**src/rtl/uart_pkt_pkg.sv**
```systemverilog
// uart_pkt_pkg: shared constants and enums for the UART packet parser.
package uart_pkt_pkg;
   localparam logic [7:0] SYNC_BYTE_DEF = 8'hA5;
   typedef enum logic [2:0] {S_SYNC, S_CMD, S_LEN, S_DATA, S_CHK} state_t;
   typedef enum logic [1:0] {ERR_TIMEOUT, ERR_BADLEN, ERR_BADCHK, ERR_OVERRUN} err_t;
endpackage

```
**src/rtl/pkt_buffer_ram.sv**
```systemverilog
// pkt_buffer_ram: payload store with one write port and a registered read port.
module pkt_buffer_ram #(
   parameter int DEPTH = 32,
   localparam int AW = $clog2(DEPTH)
)(
   input  logic          clk,
   input  logic          rst_n,
   input  logic          i_we,
   input  logic [AW-1:0] i_waddr,
   input  logic [7:0]    i_wdata,
   input  logic [AW-1:0] i_raddr,
   output logic [7:0]    o_rdata
);
   logic [7:0] r_mem [DEPTH];
   logic [7:0] r_rdata;
   always_ff @(posedge clk)
      if (i_we) r_mem[i_waddr] <= i_wdata;
   always_ff @(posedge clk)
      r_rdata <= !rst_n ? 8'h00 : r_mem[i_raddr];
   assign o_rdata = r_rdata;
endmodule

```
**src/rtl/uart_packet_parser.sv**
```systemverilog
// uart_packet_parser: frames SYNC/CMD/LEN/payload/CHK byte stream into checked packets.
module uart_packet_parser import uart_pkt_pkg::*; #(
   parameter int MAX_LEN = 32,
   parameter int TIMEOUT_CYC = 100000,
   parameter logic [7:0] SYNC_BYTE = SYNC_BYTE_DEF,
   localparam int LW = $clog2(MAX_LEN + 1),
   localparam int AW = $clog2(MAX_LEN)
)(
   input  logic          clk,
   input  logic          rst_n,
   input  logic [7:0]    rx_data,
   input  logic          rx_valid,
   output logic          pkt_valid,
   output logic [7:0]    pkt_cmd,
   output logic [LW-1:0] pkt_len,
   input  logic [AW-1:0] rd_addr,
   output logic [7:0]    rd_data,
   input  logic          pkt_ack,
   output logic          err_pulse,
   output logic [1:0]    err_code
);
   localparam int TW = $clog2(TIMEOUT_CYC + 1);
   state_t        r_state;
   logic [7:0]    r_chk, r_cmd, r_pkt_cmd;
   logic [LW-1:0] r_len, r_pkt_len;
   logic [AW-1:0] r_idx;
   logic [TW-1:0] r_tcnt;
   logic          r_pkt_valid, r_err_pulse;
   logic [1:0]    r_err_code;
   logic          w_pv, w_we, w_last;
   // an ack arriving with a SYNC byte frees the buffer before the sync is judged
   assign w_pv   = r_pkt_valid & ~pkt_ack;
   assign w_we   = rx_valid && r_state == S_DATA;
   assign w_last = LW'(r_idx) + LW'(1) == r_len;
   always_ff @(posedge clk) begin
      if (!rst_n) begin
         r_state     <= S_SYNC;
         r_chk       <= '0;
         r_cmd       <= '0;
         r_len       <= '0;
         r_idx       <= '0;
         r_tcnt      <= '0;
         r_pkt_valid <= 1'b0;
         r_pkt_cmd   <= '0;
         r_pkt_len   <= '0;
         r_err_pulse <= 1'b0;
         r_err_code  <= '0;
      end else begin
         r_err_pulse <= 1'b0;
         if (pkt_ack && r_pkt_valid) r_pkt_valid <= 1'b0;
         if (rx_valid || r_state == S_SYNC) r_tcnt <= '0;
         else if (r_tcnt == TW'(TIMEOUT_CYC - 1)) begin
            r_tcnt      <= '0;
            r_state     <= S_SYNC;
            r_err_pulse <= 1'b1;
            r_err_code  <= ERR_TIMEOUT;
         end else r_tcnt <= r_tcnt + 1'b1;
         if (rx_valid) begin
            case (r_state)
               S_SYNC: if (rx_data == SYNC_BYTE) begin
                  if (w_pv) begin
                     r_err_pulse <= 1'b1;
                     r_err_code  <= ERR_OVERRUN;
                  end else begin
                     r_chk   <= '0;
                     r_state <= S_CMD;
                  end
               end
               S_CMD: begin
                  r_cmd   <= rx_data;
                  r_chk   <= r_chk ^ rx_data;
                  r_state <= S_LEN;
               end
               S_LEN: if (32'(rx_data) > MAX_LEN) begin
                  r_err_pulse <= 1'b1;
                  r_err_code  <= ERR_BADLEN;
                  r_state     <= S_SYNC;
               end else begin
                  r_len   <= LW'(rx_data);
                  r_chk   <= r_chk ^ rx_data;
                  r_idx   <= '0;
                  r_state <= rx_data == 8'h00 ? S_CHK : S_DATA;
               end
               S_DATA: begin
                  r_chk   <= r_chk ^ rx_data;
                  r_idx   <= r_idx + 1'b1;
                  r_state <= w_last ? S_CHK : S_DATA;
               end
               S_CHK: begin
                  if (rx_data == r_chk) begin
                     r_pkt_valid <= 1'b1;
                     r_pkt_cmd   <= r_cmd;
                     r_pkt_len   <= r_len;
                  end else begin
                     r_err_pulse <= 1'b1;
                     r_err_code  <= ERR_BADCHK;
                  end
                  r_state <= S_SYNC;
               end
               default: r_state <= S_SYNC;
            endcase
         end
      end
   end
   pkt_buffer_ram #(.DEPTH(MAX_LEN)) u_ram (
      .clk     (clk),
      .rst_n   (rst_n),
      .i_we    (w_we),
      .i_waddr (r_idx),
      .i_wdata (rx_data),
      .i_raddr (rd_addr),
      .o_rdata (rd_data)
   );
   assign pkt_valid = r_pkt_valid;
   assign pkt_cmd   = r_pkt_cmd;
   assign pkt_len   = r_pkt_len;
   assign err_pulse = r_err_pulse;
   assign err_code  = r_err_code;
endmodule
```
**config.mk**
```make
export PLATFORM = sky130hd
export DESIGN_NAME = uart_packet_parser
export DESIGN_NICKNAME = d
export VERILOG_FILES = /design/src/rtl/uart_pkt_pkg.sv /design/src/rtl/pkt_buffer_ram.sv /design/src/rtl/uart_packet_parser.sv
export SDC_FILE = /design/constraint.sdc
export NUM_CORES = 1
export LEC_CHECK = 0
export ABC_AREA = 1
export CAP_MARGIN = 20
export CORE_MARGIN = 8
export CORE_UTILIZATION = 25
export CTS_CLUSTER_SIZE = 12
export DETAILED_ROUTE_END_ITERATION = 7
export GPL_ROUTABILITY_DRIVEN = 1
export PLACE_DENSITY = 0.42
export SKIP_LAST_GASP = 1
export SLEW_MARGIN = 20
export SYNTH_ARGS = -nofsm -noshare
export SYNTH_HDL_FRONTEND = slang
export SYNTH_SLANG_ARGS = --single-unit
```
**constraint.sdc**
```tcl
create_clock -name clk -period 5.44 [get_ports clk]
set_input_delay 1.088 -clock clk [delete_from_list [all_inputs] [get_ports clk]]
set_output_delay 1.088 -clock clk [all_outputs]
set_load 0.005 [all_outputs]
```
==> results.md <==
* Leak at 5.03 nW
* Num CTS Buffers at 37
* Die area at 61800 um^2
* CP Data Arrival Time at 3710 ps
* DIE WIDTH at 249 um
* Initial DRC Count at 784
* Post-route ant nets at 0
* PortBufs at 42
* Post-CTS Setup Inserts at 0
* Final setup vio count at 0
* Reg2reg setup slack at 2690 ps
* Vias in the first global route at 9055
* H-tree level count at 2
* Register area at 9150 um^2
* Dominant synthesized flop cell: edfxtp_1
* Aggregate routed wire length at 39.9 mm
* Hold Crit Class: reg2reg
* TNS Setup at 0 ps
* Initial Util at 0.252
* Clock sink count at 329
* CP max FO at 16
* Fin crit period at 3550 ps
* Core area at 53700 um^2
* Post-cts sizing count at 0
* Root Buffer: clkbuf_16
* Area Overhead vs Synth at 16.7%
* Slew @ Worst Pin at 1050 ps
* Ys Warns at 0
* Drt wl/cell at 20.3 um
* RSZ-0062 raised after global routing: no
* Synth Register Bits at 329
* Slew headroom at 0.300
* Site row count at 85
* Seq/Total Area, Yosys at 0.676
* EDFF count, synth at 256
* Max-Cap Viols at 0
* Final period util at 0.653
* Max Clk Rate at 0.281 GHz
* Via Count at 9219
* Hold Fails Final Rpt at 0
* Clk buf depth at 3
* Req. time, crit path at 5590 ps
* RD Place Congestion at 0.795
* Hold buffers post-CTS at 0
* Post-route cell area at 15800 um^2
* Overflow after GRT at 0
* Worst setup EP type: flip-flop
* Initial antenna violation count at 3
* Filler instances at 5480
* Die Ht at 249 um
* Ant. Diodes at 0
* Cell Pwr Density at 347 nW/um^2
* Cell count after placement at 1898
* Post-DP HPWL at 25.0 mm
* Final Skew at 20.9 ps
* Worst-path clk slew at 60 ps
* Yosys cell types at 47
* Initial DRT Pass Iterations at 5
* # DRC at 0
* Post-layout util at 0.294
* Status: complete, no violations
* Largest net degree at the start of global routing at 105
* Share of cells above drive strength 1 at 0.0803
* Clk_lat worst skew at 530 ps
* Min Hold Slack at 446 ps
* TritonCTS clock tree: done
* CP startpoint kind: input port
* Async SR Flop Fraction at 0
* Synthesized net count at 1231
* Top Ports at 43
* Setup Crit Path Kind: in2reg
* Via density at 4.69
* Area after DPL at 14600 um^2
* Cells after synthesis at 1209
* Gr usage total at 0.124
* Final Slew Violations at 0
* Mapped Area at 13500 um^2
* Fin cells at 1966
* Max VDD drop at 0.000167 V
* Final nets at 1263
* Area of the multi-input gates at 3760 um^2
* Syn_area_per_cell at 11.2 um^2
* First-pass GRT wire length at 59.1 mm
synthesized netlist by cell type (all sizes together) (6+ instances only):
cell	number	area (um^2)
buf	27	184
nand4	6	58.8
xnor2	6	52.6
o21ai	161	810
clkbuf	37	141
nor2	215	840
nor3	21	151
inv	77	292
nand3	74	380
edfxtp	256	7690
nand2	101	389
a21oi	62	310
dfxtp	73	1460
o221ai	56	490
stage by stage:
stage               setup WS, ps  total power (W)
global placement            1450          0.00304
floorplan                   2970          0.00290
global route                1700          0.00565
CTS                         1890          0.00554
detailed placement          1310          0.00304
finish                      1890          0.00548
per-layer routing:
metal,track usage,vias up,routed length (um)
met4,0.0289,4,725
met2,0.196,257,18100
met5,0,-,17
li1,-,4404,-
met1,0.170,4496,18700
met3,0.0298,58,2410
sequential cells by signal, summed over array words and instances (netlist names), 6 cells and up:
signal / count
pkt_cmd: 8
pkt_len: 6
r_chk: 8
r_cmd: 8
r_len: 6
r_tcnt: 17
u_ram.o_rdata: 8
u_ram.r_mem: 256
critical path, stage by stage:
cell and delay, ps:
clkdlybuf4s50_1 860, inv_1 320, nor2_2 240, nand2_1 440, nor2_1 750
final timing paths:
path,endpoint,cells past startpoint,startpoint
worst max register to register,u_ram.r_mem[19][4]$_DFFE_PP_,7,r_state[2]$_SDFF_PN0_
worst min register to register,r_tcnt[0]$_SDFF_PP0_,1,r_tcnt[0]$_SDFF_PP0_
worst min-delay path,r_tcnt[0]$_SDFF_PP0_,1,r_tcnt[0]$_SDFF_PP0_
worst max-delay path,u_ram.r_mem[19][4]$_DFFE_PP_,5,rx_valid
logic make-up (layout without fill, tap and decap cells):
family,Yosys count,in the layout,share of synthesized area
xor gates and xnor gates,10,10,0.00647
buffers and inverters,143,204,0.0461
and+or+nand+nor,426,426,0.139
adders and majority gates,5,5,0.00462
AOI/OAI and AO/OA,296,296,0.128
DFF,329,329,0.676
cell usage in the layout (no fill, tap or decap), types with 6 or more instances in the layout:
cell type and count:
clkdlybuf4s50_1 35, nor2_1 208, xnor2_1 6, clkbuf_1 9, o21ai_1 22, clkbuf_16 40
buf_2 6, nand2_1 99, nor3_1 13, buf_4 16, clkinv_1 10, dfxtp_1 73
edfxtp_1 256, o21ai_0 138, a21oi_1 62, nand3_1 72, o221ai_1 56, nor3_2 7
inv_1 71
where the power goes:
group | leakage [nW] | switching, W | internal [W] | total [W]
clock | 0.593 | 0.00101 | 0.00149 | 0.00250
combinational | 1.54 | 0.000198 | 0.0000704 | 0.000269
sequential | 2.89 | 0.00000278 | 0.00271 | 0.00271
total | 5.03 | 0.00121 | 0.00427 | 0.00548
layout make-up:
cell class / instances / share of cell area
Sequential cell: 329 / 0.580
Clock inverter: 15 / 0.00753
Inverter: 79 / 0.0189
Clock buffer: 53 / 0.0690
Tap cell: 696 / 0.0552
Multi-Input combinational cell: 737 / 0.238
Timing Repair Buffer: 57 / 0.0317
Note: power is estimated with default switching activity, not from simulation.
